`src/rtl/oled_spi_streamer.sv`:
```
// SSD1306 128x64 OLED SPI transmitter: powers up and resets the panel, sends the init
// command ROM, then streams 1024-byte frames fetched through pixelAddress/pixelData.
`timescale 1ns/1ps
module oled_spi_streamer #(
  parameter int STARTUP_WAIT = 10_000_000,
  parameter int RESET_HOLD   = 270,
  parameter int CLK_DIV      = 1
) (
  input  logic       clk,
  input  logic       reset,
  output logic       io_sclk,
  output logic       io_sdin,
  output logic       io_cs,
  output logic       io_dc,
  output logic       io_reset,
  output logic [9:0] pixelAddress,
  input  logic [7:0] pixelData,
  output logic       frame_done
);

  localparam int WAIT_MAX = (STARTUP_WAIT > RESET_HOLD) ? STARTUP_WAIT : RESET_HOLD;
  localparam int CNT_W    = $clog2(WAIT_MAX + 1);
  localparam int DIV_W    = (CLK_DIV > 1) ? $clog2(CLK_DIV) : 1;

  localparam logic [CNT_W-1:0] STARTUP_LAST = CNT_W'(STARTUP_WAIT - 1);
  localparam logic [CNT_W-1:0] HOLD_LAST    = CNT_W'(RESET_HOLD - 1);
  localparam logic [DIV_W-1:0] DIV_LAST     = DIV_W'(CLK_DIV - 1);
  localparam logic [3:0]       CMD_COUNT    = 4'd15;

  typedef enum logic [2:0] {
    S_PWR_WAIT,
    S_RST_HOLD,
    S_POST_RST,
    S_LOAD_CMD,
    S_SEND,
    S_BYTE_END,
    S_FETCH,
    S_LATCH
  } state_t;

  // Display off, clocking, mux 64, no offset, charge pump on, horizontal mode, remap, on.
  function automatic logic [7:0] cmd_rom(input logic [3:0] idx);
    case (idx)
      4'd0:    return 8'hAE;
      4'd1:    return 8'hD5;
      4'd2:    return 8'h80;
      4'd3:    return 8'hA8;
      4'd4:    return 8'h3F;
      4'd5:    return 8'hD3;
      4'd6:    return 8'h00;
      4'd7:    return 8'h40;
      4'd8:    return 8'h8D;
      4'd9:    return 8'h14;
      4'd10:   return 8'h20;
      4'd11:   return 8'h00;
      4'd12:   return 8'hA1;
      4'd13:   return 8'hC8;
      4'd14:   return 8'hAF;
      default: return 8'h00;
    endcase
  endfunction

  state_t           r_state;
  logic [CNT_W-1:0] r_wait_cnt;
  logic [3:0]       r_cmd_idx;
  logic             r_data_mode;
  logic [7:0]       r_shift;
  logic [2:0]       r_bit_cnt;
  logic [DIV_W-1:0] r_div_cnt;
  logic             r_phase_b;
  logic             r_sclk;
  logic             r_sdin;
  logic             r_cs;
  logic             r_dc;
  logic             r_rst_n;
  logic [9:0]       r_addr;
  logic             r_frame_done;
  logic [7:0]       w_rom_byte;

  assign w_rom_byte = cmd_rom(r_cmd_idx);

  // NOTE: all state uses non-blocking assignments so every register samples the
  // pre-edge values of its neighbours, independent of statement order.
  always_ff @(posedge clk or posedge reset) begin
    if (reset) begin
      r_state      <= S_PWR_WAIT;
      r_wait_cnt   <= '0;
      r_cmd_idx    <= '0;
      r_data_mode  <= 1'b0;
      r_shift      <= '0;
      r_bit_cnt    <= '0;
      r_div_cnt    <= '0;
      r_phase_b    <= 1'b0;
      r_sclk       <= 1'b1;
      r_sdin       <= 1'b0;
      r_cs         <= 1'b1;
      r_dc         <= 1'b0;
      r_rst_n      <= 1'b1;
      r_addr       <= '0;
      r_frame_done <= 1'b0;
    end else begin
      r_frame_done <= 1'b0;
      case (r_state)
        S_PWR_WAIT: begin
          if (r_wait_cnt == STARTUP_LAST) begin
            r_wait_cnt <= '0;
            r_rst_n    <= 1'b0;
            r_state    <= S_RST_HOLD;
          end else begin
            r_wait_cnt <= r_wait_cnt + CNT_W'(1);
          end
        end
        S_RST_HOLD: begin
          if (r_wait_cnt == HOLD_LAST) begin
            r_wait_cnt <= '0;
            r_rst_n    <= 1'b1;
            r_state    <= S_POST_RST;
          end else begin
            r_wait_cnt <= r_wait_cnt + CNT_W'(1);
          end
        end
        S_POST_RST: begin
          if (r_wait_cnt == STARTUP_LAST) begin
            r_wait_cnt <= '0;
            r_cs       <= 1'b0;
            r_state    <= S_LOAD_CMD;
          end else begin
            r_wait_cnt <= r_wait_cnt + CNT_W'(1);
          end
        end
        S_LOAD_CMD: begin
          r_shift   <= w_rom_byte;
          r_sdin    <= w_rom_byte[7];
          r_dc      <= 1'b0;
          r_cmd_idx <= r_cmd_idx + 4'd1;
          r_sclk    <= 1'b0;
          r_bit_cnt <= 3'd7;
          r_div_cnt <= '0;
          r_phase_b <= 1'b0;
          r_state   <= S_SEND;
        end
        S_SEND: begin
          if (r_div_cnt == DIV_LAST) begin
            r_div_cnt <= '0;
            if (!r_phase_b) begin
              r_phase_b <= 1'b1;
              r_sclk    <= 1'b1;
            end else if (r_bit_cnt == 3'd0) begin
              r_cs    <= 1'b1;
              r_state <= S_BYTE_END;
            end else begin
              r_phase_b <= 1'b0;
              r_sclk    <= 1'b0;
              r_shift   <= {r_shift[6:0], 1'b0};
              r_sdin    <= r_shift[6];
              r_bit_cnt <= r_bit_cnt - 3'd1;
            end
          end else begin
            r_div_cnt <= r_div_cnt + DIV_W'(1);
          end
        end
        S_BYTE_END: begin
          // cs drops again immediately so the panel sees a single high cycle between bytes.
          r_cs <= 1'b0;
          if (r_data_mode) begin
            r_addr       <= r_addr + 10'd1;
            r_frame_done <= (r_addr == 10'd1023);
            r_state      <= S_FETCH;
          end else if (r_cmd_idx == CMD_COUNT) begin
            r_data_mode <= 1'b1;
            r_state     <= S_FETCH;
          end else begin
            r_state <= S_LOAD_CMD;
          end
        end
        S_FETCH: r_state <= S_LATCH;
        S_LATCH: begin
          r_shift   <= pixelData;
          r_sdin    <= pixelData[7];
          r_dc      <= 1'b1;
          r_sclk    <= 1'b0;
          r_bit_cnt <= 3'd7;
          r_div_cnt <= '0;
          r_phase_b <= 1'b0;
          r_state   <= S_SEND;
        end
        default: r_state <= S_PWR_WAIT;
      endcase
    end
  end

  assign io_sclk      = r_sclk;
  assign io_sdin      = r_sdin;
  assign io_cs        = r_cs;
  assign io_dc        = r_dc;
  assign io_reset     = r_rst_n;
  assign pixelAddress = r_addr;
  assign frame_done   = r_frame_done;

endmodule

```
`config.mk`:
```
export PLATFORM = sky130hd
export DESIGN_NAME = oled_spi_streamer
export DESIGN_NICKNAME = d
export VERILOG_FILES = /design/src/rtl/oled_spi_streamer.sv
export SDC_FILE = /design/constraint.sdc
export NUM_CORES = 1
export LEC_CHECK = 0
export CORE_MARGIN = 2
export CORE_UTILIZATION = 55
export CTS_CLUSTER_SIZE = 20
export DETAILED_ROUTE_END_ITERATION = 8
export PLACE_DENSITY_LB_ADDON = 0.3
export SLEW_MARGIN = 20
export SYNTH_ARGS = -nofsm -noshare
export SYNTH_HDL_FRONTEND = slang
export SYNTH_SLANG_ARGS = --single-unit
```
`constraint.sdc`:
```
create_clock -name clk -period 2.9 [get_ports clk]
set_input_delay 0.58 -clock clk [delete_from_list [all_inputs] [get_ports clk]]
set_output_delay 0.58 -clock clk [all_outputs]
set_load 0.05 [all_outputs]
```
==> flow_summary_export.csv <==
group,metric,value,unit
power,power.total,1.609,mW
min_path,hp-class,"input port to async pin",
drt,vias_per_cell,5.764,
yosys,synth_area_leaders,"dfrtp_1 44%, xnor2_1 5.6%, nor2_1 4.0%",
sta,rsz0062_at_grt,"false",
clocking,max-clock-path-buffers,2,
cells_and_area,antenna_cells,0,
die,fp.dieW,79.73,um
sta,worstMarginPinSlew,877.4,ps
sta,fin_skew,8.301,ps
yosys,syn_inst,332,
yosys,ys_ff_latch,59,
critical_path,r2r_cells,6,
power,power_frac_seq,0.512,
cells_and_area,areaGrowthSynthToFinish,16.62,%
sta,finalHoldViolCount,0,
drt,wl_per_cell,14.84,um
critical_path,crit_type,"flip-flop to flip-flop",
critical_path,critPathLaunchType,"flip-flop",
critical_path,crit_cells,6,
clocking,htree_levels,3,
cells_and_area,nets,380,
clocking,cts.repair.resized,0,
grt,grt-ovfl-total,0,
yosys,ys_seq_area_frac,0.4693,
placement,io_buffer_count,25,
die,ioPinCount,26,
power,comb_power_share,0.019,
critical_path,crit_buf_inv,0,
yosys,synth_most_common_cell,"dfrtp_1",
power,p_sw_frac,0.2055,
flow_run,drv_cap,0,
critical_path,reg2reg_setup_slack,590,ps
placement,post-dp-hpwl,4529,um
critical_path,crit_start,"r_wait_cnt[0]",
critical_path,crit_slowest_cell,"or4_4",
critical_path,r2r-start,"r_wait_cnt[0]",
clocking,cts_root_buffer,"clkbuf_8",
power,p_leak,1.575,nW
sta,setup_violations,0,
power,power_frac_clock,0.469,
critical_path,r2r_end,"r_wait_cnt[20]",
yosys,post-synth-top-area-cell,"dfrtp_1",
drt,totalWireLength,6486,um
die,start_util,0.5728,
cells_and_area,fillers,444,
yosys,syn_nets,352,
grt,grt_pass1_vias,2346,
yosys,synthTopCellsByCount,"56 x dfrtp_1, 34 x nor2_1, 33 x nand2_1",
die,design.die.area,0.006357,mm^2
clocking,clk_latency,340,ps
power,ir_drop,0.3527,mV
die,num_rows,27,
die,die_y,79.73,um
critical_path,crit_path_max_incr_delay,590,ps
yosys,async_flop_share,1.000,
sta,finalCritPeriodShare,0.7962,
critical_path,path_delay_family,"simple AND/OR/NAND/NOR gates",
clocking,cts.sinks,59,
grt,antenna_found_initial,0,
yosys,syn_avg_cell_area,9.501,um^2
critical_path,crit_path_end,"r_wait_cnt[20]",
drt,dr.pass1.iters,4,
placement,gp_congestion,0.8776,
sta,whs,426.1,ps
critical_path,crit_arrival,2520,ps
clocking,clkTransAtPathRegs,60,ps
sta,slew_viol_final,0,
power,powerDensity,437.4,mW/mm^2
power,switchingPower,0.3306,mW
drt,post-route-drc-count,0,
grt,grt_pass1_wl,11010,um
yosys,yosys_warnings,0,
cells_and_area,drive_above_1_share,0.09315,
cells_and_area,final_core_utilization,0.6680,
sta,fin_crit,2309,ps
grt,grt_use_total,0.2239,
critical_path,cp_cell_sequence,"ha_1 > nand4_1 > or4_1 > or4_4 > a21oi_4 > nor2_1",
clocking,cts_tree,"built",
clocking,post_cts_buffers,0,
drt,vias,2519,
critical_path,worstPathRequired,3110,ps
outcome,outcome,"complete, no violations",
sta,fmax,433.1,MHz
drt,initialDrtViolationCount,140,
sta,fin_setup_tns,0,ps
drt,ant_nets,0,
critical_path,path_max_fanout,12,
yosys,synth_cell_type_count,47,
yosys,synth-edff-count,0,
clocking,numCtsBuffers,9,
clocking,hold_buffers,0,
yosys,synth_top_cell_area_share,0.4443,
power,p_int,1.278,mW
grt,grt_max_degree,29,
sta,relSlewSlack,0.4097,
yosys,synthesis.area,0.003154,mm^2
die,coreArea,0.005507,mm^2
critical_path,end_kind,"flip-flop",
yosys,synth_flop_cell,"dfrtp_1",
layout make-up:
class	instances	area (um^2)	share of cell area
multi-input combinational	245	1560	0.4242
clock buffer	12	155.1	0.04218
tap	72	90.09	0.02449
clock inverter	4	48.80	0.01327
timing repair buffer	30	287.8	0.07823
sequential	59	1480	0.4024
inverter	15	56.30	0.01531
logic make-up after synthesis:
group                    synth area share
adder cells (fa/ha/maj)           0.03967
XOR/XNOR                          0.09441
AND/OR/NAND/NOR                    0.2166
multiplexers                      0.01349
flip-flops                         0.4693
buffers and inverters             0.03609
AO/OA/AOI/OAI                      0.1305
registers in the layout, indices dropped and copies added, names as in the netlist:
register,cells
r_wait_cnt,24
pixelAddress,10
r_shift,7
r_cmd_idx,4
r_bit_cnt,3
r_state,3
frame_done,1
io_cs,1
io_dc,1
io_reset,1
io_sclk,1
io_sdin,1
r_data_mode,1
r_phase_b,1
worst min path at each step:
stage                 from       endpoint  slack, ps  depth (start not counted)
6_report             reset  r_wait_cnt[5]        430                          2
5_1_grt              reset  r_wait_cnt[5]        440                          2
4_1_cts              reset  r_wait_cnt[5]        420                          2
3_5_place_dp         io_dc          io_dc        470                          2
3_3_place_gp         io_dc          io_dc        460                          2
2_1_floorplan  r_data_mode    r_data_mode        450                          1
per-layer routing:
| layer | up-vias | track usage | share of wire |
|---|---|---|---|
| met3 | 11 | 0.04299 | 0.043 |
| met4 | 0 | 0.1051 | 0.014 |
| met5 | - | 0 | 0 |
| met1 | 1204 | 0.3045 | 0.47 |
| li1 | 1238 | - | - |
| met2 | 66 | 0.3479 | 0.47 |
layout by cell type (no fill, tap or decap), types with 2 or more instances in the layout:
| cell | count |
|---|---|
| xnor2_1 | 20 |
| clkdlybuf4s50_1 | 25 |
| buf_4 | 5 |
| xor2_1 | 14 |
| dfrtp_1 | 56 |
| nor2b_1 | 3 |
| mux2i_1 | 2 |
| clkinv_2 | 2 |
| o21ai_0 | 14 |
| a31oi_1 | 3 |
| ha_1 | 10 |
| clkbuf_8 | 11 |
| nand2_1 | 33 |
| nand4_1 | 15 |
| nor3_1 | 6 |
| a21o_1 | 7 |
| or2_2 | 3 |
| o22ai_1 | 6 |
| nand3_1 | 15 |
| nand3b_1 | 2 |
| nor3b_1 | 2 |
| nor4_1 | 5 |
| nor4b_1 | 3 |
| inv_1 | 14 |
| dfstp_2 | 3 |
| a21oi_1 | 12 |
| and2_1 | 3 |
| and3_1 | 4 |
| a22o_1 | 2 |
| nand2b_1 | 3 |
| mux2_2 | 2 |
| nor2_1 | 34 |
| a221oi_1 | 7 |
through the flow:
| stage | area (um^2) | setup slack, ps | std cells |
|---|---|---|---|
| after floorplan | 3154 | 793.6 | 332 |
| after global placement | 3475 | 678.1 | 421 |
| after detailed placement | 3475 | 601.8 | 421 |
| after CTS | 3679 | 591.1 | 437 |
| after global routing | 3679 | 425.1 | 437 |
| final | 3679 | 590.9 | 437 |
power by group through the flow:
stage	logic (mW)	registers, mW	clock network, mW
2_1_floorplan	0.0123	0.838	0
3_3_place_gp	0.0316	0.838	0
3_5_place_dp	0.0316	0.838	0
4_1_cts	0.0320	0.823	0.772
5_1_grt	0.0351	0.822	0.807
6_report	0.0305	0.823	0.755
No activity file was read; power rests on OpenSTA's default activity.
